<file path="src/rtl/param_syn_counter_pkg.sv">
// Shared constants and helpers for the synchronous-counter family.
// Direction/mode encodings plus the load clamp used by the next-state logic.
package cnt_pkg;

    localparam logic CNT_UP   = 1'b1;
    localparam logic CNT_DOWN = 1'b0;

    localparam int CNT_WRAP = 0;
    localparam int CNT_SAT  = 1;

    // Out-of-range load values pin to the top of the count range.
    function automatic logic [31:0] clamp_load(input logic [31:0] val, input logic [31:0] m);
        return (val < m) ? val : (m - 32'd1);
    endfunction

endpackage

</file>
<file path="src/rtl/param_syn_counter_next.sv">
// Combinational next-count and boundary-event logic for param_syn_counter.
// Priority: clr > load > en; the boundary event only fires on a counting step.
module cnt_next_logic
    import cnt_pkg::*;
#(
    parameter int WIDTH     = 8,
    parameter int MOD       = 2**WIDTH,
    parameter int SATURATE  = CNT_WRAP,
    parameter int RESET_VAL = 0
) (
    input  logic [WIDTH-1:0] count,
    input  logic             en,
    input  logic             up,
    input  logic             load,
    input  logic [WIDTH-1:0] load_val,
    input  logic             clr,
    output logic [WIDTH-1:0] next_count,
    output logic             evt
);

    // WIDTH+1-bit compare keeps MOD == 2**WIDTH free of special cases.
    localparam logic [WIDTH:0]   TOP_X = (WIDTH+1)'(MOD - 1);
    localparam logic [WIDTH-1:0] TOP   = WIDTH'(MOD - 1);

    logic at_top, at_bot;

    assign at_top = ({1'b0, count} == TOP_X);
    assign at_bot = (count == '0);

    always_comb begin
        next_count = count;
        evt        = 1'b0;
        if (clr) begin
            next_count = WIDTH'(RESET_VAL);
        end else if (load) begin
            next_count = WIDTH'(clamp_load(32'(load_val), 32'(MOD)));
        end else if (en) begin
            if (up == CNT_UP) begin
                if (at_top) begin
                    evt        = 1'b1;
                    next_count = (SATURATE == CNT_SAT) ? count : '0;
                end else begin
                    next_count = count + WIDTH'(1);
                end
            end else begin
                if (at_bot) begin
                    evt        = 1'b1;
                    next_count = (SATURATE == CNT_SAT) ? count : TOP;
                end else begin
                    next_count = count - WIDTH'(1);
                end
            end
        end
    end

endmodule

</file>
<file path="src/rtl/param_syn_counter.sv">
// Parametrised up/down modulo counter with load, clear, wrap/saturate mode
// and terminal-count / wrap / sticky-overflow status.
module param_syn_counter
    import cnt_pkg::*;
#(
    parameter int WIDTH     = 8,
    parameter int MOD       = 2**WIDTH,
    parameter int SATURATE  = CNT_WRAP,
    parameter int RESET_VAL = 0
) (
    input  logic             clk,
    input  logic             reset,
    input  logic             en,
    input  logic             up,
    input  logic             load,
    input  logic [WIDTH-1:0] load_val,
    input  logic             clr,
    output logic [WIDTH-1:0] count,
    output logic             tc,
    output logic             wrap,
    output logic             ovf_sticky
);

    localparam logic [WIDTH-1:0] TOP = WIDTH'(MOD - 1);

    logic [WIDTH-1:0] next_count;
    logic             evt;

    cnt_next_logic #(
        .WIDTH    (WIDTH),
        .MOD      (MOD),
        .SATURATE (SATURATE),
        .RESET_VAL(RESET_VAL)
    ) u_next (
        .count     (count),
        .en        (en),
        .up        (up),
        .load      (load),
        .load_val  (load_val),
        .clr       (clr),
        .next_count(next_count),
        .evt       (evt)
    );

    always_ff @(posedge clk) begin
        if (!reset) begin
            count      <= WIDTH'(RESET_VAL);
            wrap       <= 1'b0;
            ovf_sticky <= 1'b0;
        end else begin
            count <= next_count;
            wrap  <= evt;
            if (clr)
                ovf_sticky <= 1'b0;
            else if (evt)
                ovf_sticky <= 1'b1;
        end
    end

    assign tc = en & ((up & (count == TOP)) | (~up & (count == '0)));

endmodule

</file>
<file path="config.mk">
export PLATFORM = sky130hd
export DESIGN_NAME = param_syn_counter
export DESIGN_NICKNAME = d
export VERILOG_FILES = /design/src/rtl/param_syn_counter_pkg.sv /design/src/rtl/param_syn_counter_next.sv /design/src/rtl/param_syn_counter.sv
export SDC_FILE = /design/constraint.sdc
export NUM_CORES = 1
export LEC_CHECK = 0
export ABC_AREA = 1
export CAP_MARGIN = 20
export CORE_MARGIN = 3
export CORE_UTILIZATION = 48
export CTS_CLUSTER_SIZE = 20
export DETAILED_ROUTE_END_ITERATION = 10
export GPL_ROUTABILITY_DRIVEN = 1
export MAX_ROUTING_LAYER = met4
export PLACE_DENSITY_LB_ADDON = 0.12
export SYNTH_ARGS = -nofsm -noshare
export SYNTH_HDL_FRONTEND = slang
export SYNTH_HIERARCHICAL = 1
export SYNTH_SLANG_ARGS = --single-unit
export TNS_END_PERCENT = 100
</file>
<file path="constraint.sdc">
create_clock -name clk -period 1.9 [get_ports clk]
set_input_delay 0.285 -clock clk [delete_from_list [all_inputs] [get_ports clk]]
set_output_delay 0.285 -clock clk [all_outputs]
set_load 0.03 [all_outputs]
</file>
==> run metrics <==
final WL=2880 um; Core ar.=roughly 1800 um^2; Synth cell types=24; Buf/Inv on CP=1; share of cells above drive strength 1=about a tenth; Final ANT Viol Nets=0; Finished Cell Area=roughly 1300 um^2; DR DRC count=0; fin crit share=between 90% and 100%; Total GRT Usage=25.2%; fillers=~180; GP Congestion=around 0.95; Worst Hold Path Cells=2; vias=roughly 1200; most frequent cell after synthesis=nand2_1; synth cell count leaders=nand2_1, inv_1, nor2_1; CTS tree=done; crit path kind=reg2out; startpoint types=register; max frequency=562 MHz; Synth async-reset ratio=0%; DR iter-0 viols=39; WP data required=1620 ps; die footprint=between 2000 and 3000 um^2; RR Startpoint=count[1]$_SDFF_PN0_; Inserted Clock Buffers=3; Vias per Instance=approximately 5.4; Most used DFF post-synth=dfxtp_1; clock-pin slew on the worst setup and hold paths=60 ps; Worst slew margin=between 70% and 80%; worst skew pair latency=approximately 260 ps; setup TNS=0 ps; VDD IR max=roughly 0.43 mV; CP Launch Point=count[5]$_SDFF_PN0_; Congestion Overflow GR=0; # IOs=25; Critical Path Sink Type=output pin; Worst Skew=around 5.5 ps; Crit path arrival time=~1500 ps; final setup fails=0; number of synthesized flops with an enable pin=0; yosys warns=6; Slew @ Worst Pin=around 380 ps; Row Count=15; status=completed; Leakage=0.706 nW; Hold Path Class=reg2reg; Cell Area, Synth=1000 um^2; DP Area=1270 um^2; Final Util=about 71%; top post-synthesis cells by area=dfxtp_1, nand2_1, inv_1; RSZ-0062 raised after global routing=no; dpl cells=around 230; first-pass GRT wire length=5020 um; crit-path cells=clkdlybuf4s50_1; mean post-synth cell area=~5.7 um^2; P per Cell Area=roughly 480 nW/um^2; Port Buf Inserts=24; CP max FO=9; Synth top area share=20.0%; number of diodes=0; Tmin final=1780 ps; Initial Utilization=between 50% and 60%; vias in the first global route=~1100; First-pass DRT Iterations=4; cell taking the most area after synthesis=dfxtp_1; max_cap viols=0; # nets final=224; Final Slew Violations=0; Die Y=between 50 and 60 um; WL/cell=between 10 and 15 um; Crit path max-delay family=buffers and inverters; Yosys reg bits=10; slowest CP cell=clkdlybuf4s50_1; hpwl dp=between 2000 and 2500 um; final hold violation count=0; largest net degree at the start of global routing=11; slowest stage delay, CP=around 730 ps; post-route insts no fill=230; Mapped Nets=about 190; HP Start=ovf_sticky$_SDFFE_PP0P_; register area share after synthesis=20.0%; clk sinks=10; initial antenna violation count=0; area added between synthesis and finish=30.3%; FF-to-FF path depth=10; CP Depth=1; H-tree levels=1; Mapped Cells=about 180; Die X=51.7 um; clock root cell=clkbuf_4; CTS Buffer Depth=2
## kinds of logic after synthesis
kind of cell    Yosys count  synth area share [%]
simple gates            101                  44.2
buf+inv                  32                  14.6
compound gates           28                  14.9
flops                    10                  20.0
xor+xnor                  3                  2.62
fa+ha+maj                 3                  3.75
## final cells by class
class | count | area [um^2] | area share [%]
Multi-Input combinational cell | 135 | 656 | 50.2
Timing Repair Buffer | 31 | 298 | 22.8
Sequential cell | 10 | 201 | 15.4
Inverter | 26 | 97.6 | 7.47
Tap cell | 25 | 31.3 | 2.39
Clock buffer | 3 | 22.5 | 1.72
## worst paths after layout
kind,to,slack (ps)
min,ovf_sticky$_SDFFE_PP0P_,570
min reg2reg,ovf_sticky$_SDFFE_PP0P_,570
max reg2reg,count[5]$_SDFF_PN0_,230
max,count[5],120
## flip-flops by register name, indices dropped and copies added, names as in the netlist
register,count
wrap,1
count,8
ovf_sticky,1
## layout by cell type (no fill, tap or decap), types with 2 or more instances in the layout
cell / n
nand2_1: 51
inv_1: 26
nor2_1: 23
clkdlybuf4s50_1: 20
nand3_1: 18
a21oi_1: 12
o21ai_0: 11
dfxtp_1: 9
buf_4: 8
clkbuf_4: 3
dlymetal6s2s_1: 3
nor2_4: 3
ha_1: 3
nor2_2: 2
nand4_1: 2
o21ai_1: 2
xor2_1: 2
## power by group
| group | total [W] | internal [W] | switching (W) |
|---|---|---|---|
| Clock | 0.000140 | 0.0000729 | 0.0000670 |
| Sequential | 0.000241 | 0.000219 | 0.0000220 |
| Combinational | 0.000245 | 0.000105 | 0.000140 |
| Total | 0.000626 | 0.000397 | 0.000229 |
## through the flow
| stage | setup slack (ps) | total power [W] | hold WS (ps) |
|---|---|---|---|
| finish | 122 | 0.000626 | 567 |
| global route | 28.6 | 0.000672 | 605 |
| floorplan | 206 | 0.000400 | 357 |
| global placement | 239 | 0.000482 | 497 |
| detailed placement | 186 | 0.000487 | 546 |
| CTS | 12.7 | 0.000629 | 567 |
## metal layers
layer	routed length [um]	vias up	global-route usage (%)	share of wire [%]
met5	0	-	-	0
met4	17	0	5.68	0.59
met3	301	2	5.16	10
met2	1400	63	41.9	49
met1	1160	569	31.3	40
li1	-	612	-	-
## what timing repair did
action	in CTS	in global routing
setup endpoints to repair	0	4
resized for setup	0	4
buffers inserted	0	0
endpoints found under the hold margin	0	0
hold buffers	0	0
(Power assumes the default switching activity.)
